`config.mk`:
```
export PLATFORM = sky130hd
export DESIGN_NAME = plot_receiver
export DESIGN_NICKNAME = d
export VERILOG_FILES = /design/src/rtl/plot_receiver.sv
export SDC_FILE = /design/constraint.sdc
export NUM_CORES = 1
export LEC_CHECK = 0
export ABC_AREA = 1
export CORE_AREA = 4 4 119 121
export CTS_CLUSTER_SIZE = 12
export DETAILED_ROUTE_END_ITERATION = 8
export DIE_AREA = 0 0 123 125
export GPL_TIMING_DRIVEN = 0
export MAX_ROUTING_LAYER = met4
export PLACE_DENSITY_LB_ADDON = 0.1
export SLEW_MARGIN = 20
export SYNTH_ARGS = -nofsm -noshare
export SYNTH_HDL_FRONTEND = slang
export SYNTH_SLANG_ARGS = --single-unit
```
`constraint.sdc`:
```
create_clock -name clock -period 8.6 [get_ports clock]
set_input_delay 1.72 -clock clock [delete_from_list [all_inputs] [get_ports clock]]
set_output_delay 1.72 -clock clock [all_outputs]
set_load 0.05 [all_outputs]
```
`src/rtl/plot_receiver.sv`:
```
// Buffers pixel plot requests in a small FIFO and issues them to a framebuffer
// one write at a time, dropping (and counting) requests that fall off-screen.
module plot_receiver #(
    parameter int unsigned FIFO_DEPTH = 4,
    parameter int unsigned H_RES      = 160,
    parameter int unsigned V_RES      = 120
) (
    input  logic        clock,
    input  logic        resetn,
    input  logic [7:0]  x,
    input  logic [6:0]  y,
    input  logic [2:0]  colour,
    input  logic        plot,
    output logic        ready,
    output logic [14:0] mem_addr,
    output logic [2:0]  mem_data,
    output logic        mem_we,
    input  logic        mem_grant,
    output logic [7:0]  drop_count,
    output logic        busy
);

    localparam int unsigned AW = $clog2(FIFO_DEPTH);
    localparam logic [AW:0]  DepthC = FIFO_DEPTH[AW:0];
    localparam logic [8:0]   HResC  = H_RES[8:0];
    localparam logic [7:0]   VResC  = V_RES[7:0];
    localparam logic [14:0]  HResA  = H_RES[14:0];

    typedef enum logic {StEmpty, StHold} state_e;

    // Entry layout: {y[6:0], x[7:0], colour[2:0]}
    logic [17:0]   fifo_q [FIFO_DEPTH];
    logic [AW-1:0] wr_ptr_q, wr_ptr_d;
    logic [AW-1:0] rd_ptr_q, rd_ptr_d;
    logic [AW:0]   count_q, count_d;
    state_e        state_q, state_d;
    logic [14:0]   addr_q, addr_d;
    logic [2:0]    data_q, data_d;
    logic [7:0]    drop_q, drop_d;

    logic        full, empty, in_range, push, drop, pop;
    logic [17:0] head;
    logic [14:0] head_addr;

    always_comb begin
        full      = (count_q == DepthC);
        empty     = (count_q == '0);
        ready     = resetn && !full;
        in_range  = ({1'b0, x} < HResC) && ({1'b0, y} < VResC);
        push      = plot && ready && in_range;
        drop      = plot && ready && !in_range;
        pop       = !empty && ((state_q == StEmpty) || mem_grant);
        head      = fifo_q[rd_ptr_q];
        head_addr = {8'b0, head[17:11]} * HResA + {7'b0, head[10:3]};
    end

    always_comb begin
        wr_ptr_d = wr_ptr_q;
        rd_ptr_d = rd_ptr_q;
        count_d  = count_q;
        drop_d   = drop_q;
        if (push) begin
            wr_ptr_d = wr_ptr_q + 1'b1;
        end
        if (pop) begin
            rd_ptr_d = rd_ptr_q + 1'b1;
        end
        if (push && !pop) begin
            count_d = count_q + 1'b1;
        end else if (pop && !push) begin
            count_d = count_q - 1'b1;
        end
        if (drop && (drop_q != 8'hFF)) begin
            drop_d = drop_q + 1'b1;
        end
    end

    always_comb begin
        state_d = state_q;
        addr_d  = addr_q;
        data_d  = data_q;
        unique case (state_q)
            StEmpty: begin
                if (!empty) begin
                    state_d = StHold;
                    addr_d  = head_addr;
                    data_d  = head[2:0];
                end
            end
            StHold: begin
                if (mem_grant) begin
                    if (!empty) begin
                        addr_d = head_addr;
                        data_d = head[2:0];
                    end else begin
                        state_d = StEmpty;
                    end
                end
            end
        endcase
    end

    always_ff @(posedge clock or negedge resetn) begin
        if (!resetn) begin
            wr_ptr_q <= '0;
            rd_ptr_q <= '0;
            count_q  <= '0;
            state_q  <= StEmpty;
            addr_q   <= '0;
            data_q   <= '0;
            drop_q   <= '0;
            for (int i = 0; i < FIFO_DEPTH; i++) begin
                fifo_q[i] <= '0;
            end
        end else begin
            wr_ptr_q <= wr_ptr_d;
            rd_ptr_q <= rd_ptr_d;
            count_q  <= count_d;
            state_q  <= state_d;
            addr_q   <= addr_d;
            data_q   <= data_d;
            drop_q   <= drop_d;
            if (push) begin
                fifo_q[wr_ptr_q] <= {y, x, colour};
            end
        end
    end

    assign mem_we     = (state_q == StHold);
    assign mem_addr   = addr_q;
    assign mem_data   = data_q;
    assign drop_count = drop_q;
    assign busy       = !empty || mem_we;

endmodule

```
==> results.py <==
metrics = {
    "route": {
        "drt_iter0_markers": 298,
        "firstDrtPassIters": 5,
        "wl_per_cell_um": 16.09,
        "drc_errors": 0,
        "vias": 4297,
        "ant_nets": 0,
        "drt-total-wl_mm": 13.56,
        "routed_via_density": 5.097,
    },
    "layout": {
        "fin_nets": 706,
        "drive_gt1_frac": 0.07346,
        "fin_area_um2": 6230,
        "stdcell_count": 843,
        "postLayoutCoreUtil": 0.4761,
        "areaGrowthSynthToFinish_pct": 19.98,
        "n_antenna_cell": 0,
        "fill_cells": 1285,
    },
    "timing": {
        "slew_viol_final": 0,
        "rsz0062_at_grt": "false",
        "hold_violations": 0,
        "finalCriticalPeriod_ns": 4.982,
        "clock_skew_ns": 0.009550,
        "period_share": 0.5793,
        "clock.fmax_mhz": 200.7,
        "relSlewSlack": 0.6051,
        "setup_viol": 0,
        "worst_pin_slew_ns": 0.5924,
        "setup_ws_ns": 3.618,
    },
    "synth": {
        "ys_ff_latch": 106,
        "yosys_warnings": 0,
        "synth-seq-area-share": 0.5108,
        "synth_edf_count": 0,
        "synth_area_per_cell_um2": 8.654,
        "synthTopCellsByCount": "140 x nand2_1, 106 x dfrtp_1, 72 x o21ai_1",
        "syn-num-nets": 644,
        "synth_cells": 600,
        "synthArstFlopShare": 1.000,
        "syn-cell-area_um2": 5192,
        "synth_top_area_cell": "dfrtp_1",
        "yosysTopAreaCellShare": 0.5108,
        "synth_area_leaders": "dfrtp_1 51%, nand2_1 10%, o21ai_1 6.9%",
        "ys_types": 33,
        "synth_flop_cell": "dfrtp_1",
        "synth.most_common_cell": "nand2_1",
    },
    "critical_path": {
        "rrSetupSlack_ns": 5.09,
        "required_ns": 6.88,
        "cp.arrival_ns": 3.26,
        "end_kind": "primary output",
        "cp_max_fo": 61,
        "crit_path_start_kind": "primary input",
        "setup.worst_path.class": "in -> out",
        "r2r_end": "mem_addr[14]$_DFFE_PN0P_",
        "r2r_start": "rd_ptr_q[0]$_DFFE_PN0P_",
        "rr_worst_depth": 14,
    },
    "pwr": {
        "p_int_w": 0.001518,
        "power.switching_w": 0.001346,
        "pwr-share-seq": 0.303,
        "ir_worst_vdd_v": 0.0001706,
        "switching_share": 0.4700,
        "combPwrFrac": 0.557,
        "p_leak_nw": 3.007,
        "p_clk_frac": 0.140,
        "p_per_area_nw_per_um2": 459.7,
    },
    "floorplanning": {
        "die_h_um": 125,
        "die_x_um": 123,
        "ios": 51,
        "core_um2": 13090,
        "num_rows": 42,
        "start_util": 0.3968,
        "die-area_um2": 15380,
    },
    "clock_network": {
        "cts_buffer_depth": 2,
        "ctsResizeCount": 0,
        "cts_hold_buf": 0,
        "clk_pin_slew_ns": 0.08,
        "cts.sinks": 106,
        "cts_root_buf": "clkbuf_16",
        "insertion_delay_ns": 0.36,
        "h-tree-depth": 3,
        "post-cts-setup-buffer-count": 0,
        "cts_tree": "yes",
        "cts_made_buffers": 9,
    },
    "placement": {
        "post-place-ws_ns": 3.556,
        "dp_cells": 827,
        "portBuffers": 50,
        "hpwlAfterDp_mm": 9.407,
        "placed_cell_area_um2": 5942,
        "place_congestion": 0.8500,
    },
    "worst_hold_path": {
        "min_from": "mem_addr[13]$_DFFE_PN0P_",
        "hold_end": "mem_addr[13]$_DFFE_PN0P_",
        "worstHoldPathType": "reg -> reg",
        "hold_depth": 2,
    },
    "run_status": {
        "status": "finished clean",
    },
    "grt": {
        "grt_use_met3": 0.03794,
        "use_met1": 0.2679,
        "grtUsageTotal": 0.1907,
        "grt_pass1_vias": 4156,
        "met2_usage": 0.2808,
        "grt_overflow": 0,
        "grt_max_degree": 62,
        "grt_pass1_wl_mm": 21.97,
        "antenna_found_initial": 0,
        "busiest_layer": "met2",
    },
    "run": {
        "maxCapViolations": 0,
    },
}
through the flow:
step	TNS [ns]	power, W	hold WS (ns)
2_1_floorplan	0	0.002007	0.4535
3_3_place_gp	-0.3198	0.002433	0.4625
3_5_place_dp	0	0.002475	0.4722
4_1_cts	0	0.002889	0.4901
5_1_grt	0	0.003115	0.5108
6_report	0	0.002864	0.4851
cells by family after synthesis:
kind of cell | synth area share
mux | 0.002169
flops | 0.5108
simple gates | 0.1921
buf+inv | 0.06626
xor+xnor | 0.02193
compound gates | 0.1494
fa+ha+maj | 0.05735
layout make-up:
class                   count  area, um^2  share of cell area
flip-flops and latches    106        2653              0.4258
plain buffers              26       171.4             0.02752
multi-input cells         422        2196              0.3525
well taps                 176       220.2             0.03535
repair buffers             51       529.3             0.08496
clock inverters             6       48.80            0.007833
inverters                  46       172.7             0.02772
clock buffers              10       239.0             0.03836
critical path: stages:
cell             delay, ns
buf_6                 0.43
a21boi_4              0.28
clkdlybuf4s50_1       0.82
metal layers:
| metal | up-vias | wire length, um | share of wire |
|---|---|---|---|
| li1 | 2094 | - | - |
| met5 | - | 0 | 0 |
| met2 | 113 | 6318 | 0.47 |
| met4 | 0 | 197 | 0.015 |
| met3 | 14 | 739 | 0.054 |
| met1 | 2076 | 6305 | 0.46 |
power groups by stage:
stage	combinational, W	clock, W	sequential (W)
floorplan	0.000960	0	0.00105
global placement	0.00157	0	0.000867
detailed placement	0.00160	0	0.000873
CTS	0.00161	0.000415	0.000865
global route	0.00178	0.000437	0.000895
finish	0.00159	0.000402	0.000867
flip-flops by register name, indices dropped and copies added (netlist names):
| name | cells |
|---|---|
| fifo_q | 72 |
| mem_addr | 15 |
| drop_count | 8 |
| count_q | 3 |
| mem_data | 3 |
| rd_ptr_q | 2 |
| wr_ptr_q | 2 |
| mem_we | 1 |
layout by cell type, fill, tap and decap left out, drive strengths merged, types with 2 or more instances in the layout:
cell type	Yosys	routed
xor2	10	10
o22ai	7	7
nand3	22	22
a21boi	2	2
or2	2	2
fa	3	3
ha	19	19
clkinv	1	5
dfrtp	106	106
a21oi	8	8
nand2	145	145
clkdlybuf4s50	0	49
o21ai	116	116
a31oi	9	9
inv	45	47
buf	20	22
nor3	2	2
clkbuf	6	16
xnor2	3	3
nor2	68	68
a32oi	2	2
worst max path at each step:
stage,startpoint,end,slack (ns),cells past startpoint
floorplan,resetn,ready,4.79,1
finish,resetn,ready,3.62,3
detailed placement,resetn,ready,3.56,3
global placement,resetn,ready,-0.32,3
CTS,resetn,ready,3.55,3
global route,resetn,ready,3.50,3
(Power assumes the default switching activity.)
